[src/rtl/sudoku_move_sequencer_if.sv]
// Bus between the board generator/player side and the move sequencer.
// The slave modport is the sequencer's view; the master drives the inputs.
interface sudoku_move_sequencer_if #(
    parameter int CELL_W  = 3,
    parameter int N_CELLS = 16
);
    logic                        in_board_ready;
    logic                        in_enter;
    logic [1:0]                  in_diff_cell_val;
    logic [CELL_W*N_CELLS-1:0]   in_real_board;
    logic [N_CELLS-1:0]          in_fill_flag;
    logic [CELL_W*N_CELLS-1:0]   out_user_board;
    logic [2:0]                  out_state;
    logic                        out_row_flag;
    logic                        out_col_flag;
    logic                        out_val_flag;
    logic                        out_check_flag;
    logic                        out_reject;
    logic                        out_solved;

    modport master (
        output in_board_ready, in_enter, in_diff_cell_val, in_real_board, in_fill_flag,
        input  out_user_board, out_state, out_row_flag, out_col_flag,
               out_val_flag, out_check_flag, out_reject, out_solved
    );

    modport slave (
        input  in_board_ready, in_enter, in_diff_cell_val, in_real_board, in_fill_flag,
        output out_user_board, out_state, out_row_flag, out_col_flag,
               out_val_flag, out_check_flag, out_reject, out_solved
    );
endinterface

[src/rtl/sudoku_move_sequencer.sv]
// Sudoku move sequencer: collects row/col/value entries from the player,
// writes unlocked cells of the 4x4 user board, then scans the board against
// the solution one cell per cycle and latches a sticky solved flag.
module sudoku_move_sequencer #(
    parameter int CELL_W  = 3,
    parameter int N_CELLS = 16
) (
    input  logic                   in_clka,
    input  logic                   in_restart,
    sudoku_move_sequencer_if.slave bus
);

    typedef enum logic [2:0] {
        WAIT_BOARD = 3'd0,
        GET_ROW    = 3'd1,
        GET_COL    = 3'd2,
        GET_VAL    = 3'd3,
        WRITE      = 3'd4,
        CHECK      = 3'd5,
        SOLVED     = 3'd6
    } state_t;

    state_t                  state;
    state_t                  state_next;
    logic                    enter_q;
    logic                    enter_edge;
    logic [1:0]              row_r;
    logic [1:0]              col_r;
    logic [1:0]              val_r;
    logic [3:0]              cnt;
    logic [CELL_W-1:0]       board [N_CELLS];
    logic [N_CELLS-1:0]      fill_q;
    logic                    reject_q;
    logic                    solved_q;
    logic [3:0]              idx;
    logic                    cell_locked;
    logic [CELL_W-1:0]       write_val;
    logic [CELL_W-1:0]       sol_cell;
    logic                    cell_match;
    logic [CELL_W*N_CELLS-1:0] user_board;

    assign enter_edge  = bus.in_enter & ~enter_q;
    assign idx         = {row_r, col_r};
    assign cell_locked = fill_q[idx];
    assign write_val   = {{(CELL_W-2){1'b0}}, val_r} + CELL_W'(1);
    assign sol_cell    = bus.in_real_board[cnt*CELL_W +: CELL_W];
    assign cell_match  = (board[cnt] == sol_cell);

    // State register
    always_ff @(posedge in_clka or negedge in_restart) begin
        if (!in_restart) begin
            state <= WAIT_BOARD;
        end else begin
            state <= state_next;
        end
    end

    // Next-state decode; enter edges outside the entry states fall through unused
    always_comb begin
        state_next = state;
        case (state)
            WAIT_BOARD: if (bus.in_board_ready) state_next = GET_ROW;
            GET_ROW:    if (enter_edge)         state_next = GET_COL;
            GET_COL:    if (enter_edge)         state_next = GET_VAL;
            GET_VAL:    if (enter_edge)         state_next = WRITE;
            WRITE:      state_next = cell_locked ? GET_ROW : CHECK;
            CHECK: begin
                if (!cell_match) begin
                    state_next = GET_ROW;
                end else if (cnt == 4'd15) begin
                    state_next = SOLVED;
                end
            end
            SOLVED:     state_next = SOLVED;
            default:    state_next = WAIT_BOARD;
        endcase
    end

    // Datapath: entry latches, board writes, scan counter and status flags
    always_ff @(posedge in_clka or negedge in_restart) begin
        if (!in_restart) begin
            enter_q  <= 1'b0;
            row_r    <= 2'd0;
            col_r    <= 2'd0;
            val_r    <= 2'd0;
            cnt      <= 4'd0;
            fill_q   <= '0;
            reject_q <= 1'b0;
            solved_q <= 1'b0;
            for (int k = 0; k < N_CELLS; k++) begin
                board[k] <= '0;
            end
        end else begin
            enter_q  <= bus.in_enter;
            reject_q <= (state == WRITE) && cell_locked;
            case (state)
                WAIT_BOARD: begin
                    if (bus.in_board_ready) begin
                        fill_q <= bus.in_fill_flag;
                        for (int k = 0; k < N_CELLS; k++) begin
                            board[k] <= bus.in_fill_flag[k] ?
                                        bus.in_real_board[k*CELL_W +: CELL_W] : '0;
                        end
                    end
                end
                GET_ROW: if (enter_edge) row_r <= bus.in_diff_cell_val;
                GET_COL: if (enter_edge) col_r <= bus.in_diff_cell_val;
                GET_VAL: if (enter_edge) val_r <= bus.in_diff_cell_val;
                WRITE: begin
                    cnt <= 4'd0;
                    if (!cell_locked) begin
                        board[idx] <= write_val;
                    end
                end
                CHECK: begin
                    if (cell_match) begin
                        if (cnt == 4'd15) begin
                            solved_q <= 1'b1;
                        end else begin
                            cnt <= cnt + 4'd1;
                        end
                    end
                end
                default: ;
            endcase
        end
    end

    // Pack the cell array into the flat output bus
    always_comb begin
        user_board = '0;
        for (int k = 0; k < N_CELLS; k++) begin
            user_board[k*CELL_W +: CELL_W] = board[k];
        end
    end

    assign bus.out_user_board = user_board;
    assign bus.out_state      = state;
    assign bus.out_row_flag   = (state == GET_ROW);
    assign bus.out_col_flag   = (state == GET_COL);
    assign bus.out_val_flag   = (state == GET_VAL);
    assign bus.out_check_flag = (state == CHECK);
    assign bus.out_reject     = reject_q;
    assign bus.out_solved     = solved_q;

endmodule
[src/flat_wrapper.sv]
// flat-port wrapper written by rule: the top's interface ports become plain ports
module sudoku_move_sequencer_flat 
#(
    parameter int CELL_W  = 3,
    parameter int N_CELLS = 16
)
  (in_clka, in_restart, bus_in_board_ready, bus_in_enter, bus_in_diff_cell_val, bus_in_real_board, bus_in_fill_flag, bus_out_user_board, bus_out_state, bus_out_row_flag, bus_out_col_flag, bus_out_val_flag, bus_out_check_flag, bus_out_reject, bus_out_solved);
  sudoku_move_sequencer_if #(.CELL_W(CELL_W), .N_CELLS(N_CELLS)) bus_i ();
  input  logic in_clka;
  input  logic in_restart;
  input wire logic [$bits(bus_i.in_board_ready)-1:0] bus_in_board_ready;
  input wire logic [$bits(bus_i.in_enter)-1:0] bus_in_enter;
  input wire logic [$bits(bus_i.in_diff_cell_val)-1:0] bus_in_diff_cell_val;
  input wire logic [$bits(bus_i.in_real_board)-1:0] bus_in_real_board;
  input wire logic [$bits(bus_i.in_fill_flag)-1:0] bus_in_fill_flag;
  output wire logic [$bits(bus_i.out_user_board)-1:0] bus_out_user_board;
  output wire logic [$bits(bus_i.out_state)-1:0] bus_out_state;
  output wire logic [$bits(bus_i.out_row_flag)-1:0] bus_out_row_flag;
  output wire logic [$bits(bus_i.out_col_flag)-1:0] bus_out_col_flag;
  output wire logic [$bits(bus_i.out_val_flag)-1:0] bus_out_val_flag;
  output wire logic [$bits(bus_i.out_check_flag)-1:0] bus_out_check_flag;
  output wire logic [$bits(bus_i.out_reject)-1:0] bus_out_reject;
  output wire logic [$bits(bus_i.out_solved)-1:0] bus_out_solved;
  assign bus_i.in_board_ready = bus_in_board_ready;
  assign bus_i.in_enter = bus_in_enter;
  assign bus_i.in_diff_cell_val = bus_in_diff_cell_val;
  assign bus_i.in_real_board = bus_in_real_board;
  assign bus_i.in_fill_flag = bus_in_fill_flag;
  assign bus_out_user_board = bus_i.out_user_board;
  assign bus_out_state = bus_i.out_state;
  assign bus_out_row_flag = bus_i.out_row_flag;
  assign bus_out_col_flag = bus_i.out_col_flag;
  assign bus_out_val_flag = bus_i.out_val_flag;
  assign bus_out_check_flag = bus_i.out_check_flag;
  assign bus_out_reject = bus_i.out_reject;
  assign bus_out_solved = bus_i.out_solved;
  sudoku_move_sequencer #(.CELL_W(CELL_W), .N_CELLS(N_CELLS)) u_core (.in_clka(in_clka), .in_restart(in_restart), .bus(bus_i));
endmodule
[config.mk]
export PLATFORM = sky130hd
export DESIGN_NAME = sudoku_move_sequencer_flat
export DESIGN_NICKNAME = d
export VERILOG_FILES = /design/src/rtl/sudoku_move_sequencer_if.sv /design/src/rtl/sudoku_move_sequencer.sv /design/src/flat_wrapper.sv
export SDC_FILE = /design/constraint.sdc
export NUM_CORES = 1
export LEC_CHECK = 0
export CORE_ASPECT_RATIO = 0.75
export CORE_UTILIZATION = 50
export CTS_CLUSTER_SIZE = 25
export DETAILED_ROUTE_END_ITERATION = 12
export GPL_ROUTABILITY_DRIVEN = 0
export HOLD_SLACK_MARGIN = 0.06
export PLACE_DENSITY_LB_ADDON = 0.25
export SYNTH_ARGS = -nofsm -noshare
export SYNTH_HDL_FRONTEND = slang
export SYNTH_SLANG_ARGS = --single-unit
[constraint.sdc]
create_clock -name in_clka -period 2.66 [get_ports in_clka]
set_input_delay 0.399 -clock in_clka [delete_from_list [all_inputs] [get_ports in_clka]]
set_output_delay 0.399 -clock in_clka [all_outputs]
set_load 0.1 [all_outputs]
==> results_dict.tcl <==
set metrics [dict create \
    clock_path_buffers 2 \
    yosys.area.top_type "dfrtp_1" \
    worst-path-max-fanout 13 \
    syn-mean-instance-area_um2 9.74 \
    synth_most_common_cell "a21oi_1" \
    ys_seq_area_share_pct 40.2 \
    rsz0062_at_grt "no" \
    clock-sinks 80 \
    area_growth_pct 35.0 \
    worst_pin_slew_ps 758 \
    async_flop_share_pct 100 \
    cp_slowest_cell "dfrtp_1" \
    drt_iter0_drc 630 \
    drc 0 \
    grt_use_total_pct 34.4 \
    endpoint "u_core.cnt[2]" \
    setup.worst_path.class "reg2reg" \
    period_needed_ps 2580 \
    h-tree-depth 3 \
    skew_ps 10.1 \
    crit_path_end_kind "flop" \
    synth_commonest_cells "91 x a21oi_1, 80 x dfrtp_1, 68 x nor2_1" \
    clkLatencyLatePin_ps 350 \
    routedWlPerCell_um 22.3 \
    io_pins 127 \
    rows 31 \
    setup_viol 0 \
    synthSimpleGateAreaFrac_pct 13.1 \
    ys_ff_latch 80 \
    mappedNetlistNets 583 \
    reg2reg_depth 6 \
    cts_made_buffers 9 \
    antenna_found_initial 0 \
    synth.area.top_cells "dfrtp_1 40%, a21oi_1 9.1%, mux4_2 9.0%" \
    pre_cts_ws_ps -148 \
    n_antenna_cell 0 \
    cap_viol_max_count 0 \
    arrival_ps 2800 \
    clock.fmax_ghz 0.388 \
    hold_viol_final 0 \
    core_area_um2 9660 \
    drive_above_1_share_pct 28.1 \
    place.port_buffers 126 \
    antenna_left 0 \
    dominantRegCellSynth "dfrtp_1" \
    crit_path_start_kind "flop" \
    nets 705 \
    slew_viol_final 0 \
    start_util_pct 51.5 \
    synth_area_um2 4980 \
    postCtsSetupBuffers 0 \
    fin_hold_ws_ps 44.1 \
    synth.area.mux_share_pct 19.5 \
    fp.dieW_um 117 \
    first_pass_iters 8 \
    rrSetupSlack_ps 80 \
    yosysTopAreaCellShare_pct 40.2 \
    die_h_um 88.4 \
    ctsHoldBuffers 0 \
    worstReg2RegEnd "u_core.cnt[2]" \
    synth-compound-area-share_pct 21.3 \
    setup_ws_ps 80.6 \
    clk_pin_slew_ps 70 \
    grt_pass1_wl_um 25800 \
    synthXorXnorAreaFrac_pct 0.528 \
    yosysWarnings 0 \
    startpoint "u_core.cnt[1]" \
    path_common_cell "mux4_2" \
    worstPathCellList "mux4_2 > mux4_2 > and3b_2 > o21ai_2 > o311ai_2 > o41ai_1" \
    die_area_um2 10400 \
    grt_max_degree 107 \
    via_per_inst 6.38 \
    reg2reg_from "u_core.cnt[1]" \
    grt_pass1_vias 4713 \
    routed_wl_um 17200 \
    yosys.area_share.adder_pct 0.503 \
    finalCritPeriodShare_pct 97.0 \
    synth_cell_types 48 \
    tritoncts "done" \
    max_stage_delay_ps 720 \
    synth_top_family_by_area "compound AO/OA/AOI/OAI gates" \
    vias 4909 \
    cts-root-buf "clkbuf_16" \
    syn_inst 511 \
    synth_edf_count 0 \
    grt-ovfl-total 0 \
    status "complete, no violations" \
    worstPathRequired_ps 2880 \
    dpl.hpwl_um 13000 \
    min_path_type "in2async" \
    relSlewSlack_pct 49.4 \
]
sequential cells by signal, indices dropped and copies added (netlist names), 2 cells and up:
signal and count:
u_core.cnt 4, u_core.bus.out_user_board 48, u_core.fill_q 16, u_core.col_r 2, u_core.val_r 2, u_core.bus.out_state 3
u_core.row_r 2
logic make-up after synthesis:
kind of cell             Yosys count
buffers and inverters             50
adder cells (fa/ha/maj)            2
AO/OA/AOI/OAI                    184
multiplexers                      58
AND/OR/NAND/NOR                  134
flip-flops                        80
XOR/XNOR                           3
critical path: cells and delay by family, from the launching register on:
| kind | cells | cell delay [ps] |
|---|---|---|
| flip-flops | 1 | 720 |
| AND/OR/NAND/NOR | 1 | 260 |
| AO/OA/AOI/OAI | 3 | 520 |
| multiplexers | 2 | 940 |
cell usage in the layout, fill, tap and decap left out, types with 5 or more instances in the layout:
cell             Yosys  routed
clkdlybuf4s50_1      0      68
buf_4                1      86
mux4_1               7       5
buf_12               1       5
nand3_1              8       8
nand2_1             11      10
mux4_2              20      22
nand2b_1             5       5
clkbuf_16            0       9
and2_1               5       5
nor2_1              68      66
mux2i_1              9       9
dfrtp_1             80      76
o21ai_0             10      10
nor2b_1              9       9
a21oi_1             91      91
nor2_2              11      13
a31oi_1             64      64
mux2_2              22      22
cell type report:
| cell class | count | area [um^2] |
|---|---|---|
| inverter | 2 | 7.51 |
| clock inverter | 5 | 78.8 |
| tap | 132 | 165 |
| clock buffer | 11 | 253 |
| sequential | 80 | 2010 |
| fill | 732 | 2940 |
| multi-input combinational | 381 | 2780 |
| timing repair buffer | 159 | 1430 |
repair_timing:
| item | 4_1_cts | 5_1_grt |
|---|---|---|
| gates resized for setup | 0 | 9 |
| endpoints found under the setup margin | 0 | 30 |
| hold endpoints to repair | 0 | 0 |
how the worst min path moves through the flow:
stage | slack (ps) | startpoint | depth (start not counted) | endpoint
2_1_floorplan | 100 | in_restart | 0 | u_core.bus.out_reject
3_3_place_gp | 430 | in_restart | 1 | u_core.bus.out_user_board[1]
3_5_place_dp | 430 | in_restart | 1 | u_core.bus.out_user_board[1]
4_1_cts | 70 | in_restart | 1 | u_core.bus.out_user_board[1]
5_1_grt | 100 | in_restart | 1 | u_core.bus.out_user_board[1]
6_report | 40 | in_restart | 1 | u_core.bus.out_user_board[1]
stage by stage:
| step | utilization (%) | instance area, um^2 | setup TNS (ps) | instances |
|---|---|---|---|---|
| 3_5_place_dp | 66.0 | 6370 | -712 | 754 |
| 6_report | 69.6 | 6720 | 0 | 770 |
| 2_1_floorplan | - | 5000 | 0 | 511 |
| 3_3_place_gp | 66.0 | 6370 | -277 | 754 |
| 4_1_cts | 69.4 | 6710 | 0 | 770 |
| 5_1_grt | 69.6 | 6720 | 0 | 770 |
metal layers:
layer	track usage, %	wire [um]	share of wire (%)
met4	13.6	474	2.8
met5	0	0	0
met1	46.9	7020	41
met2	51.0	7620	44
met3	11.5	2090	12
Power is not shown: default switching activity piles up to over one toggle a cycle in this logic, so the estimate is an artifact.
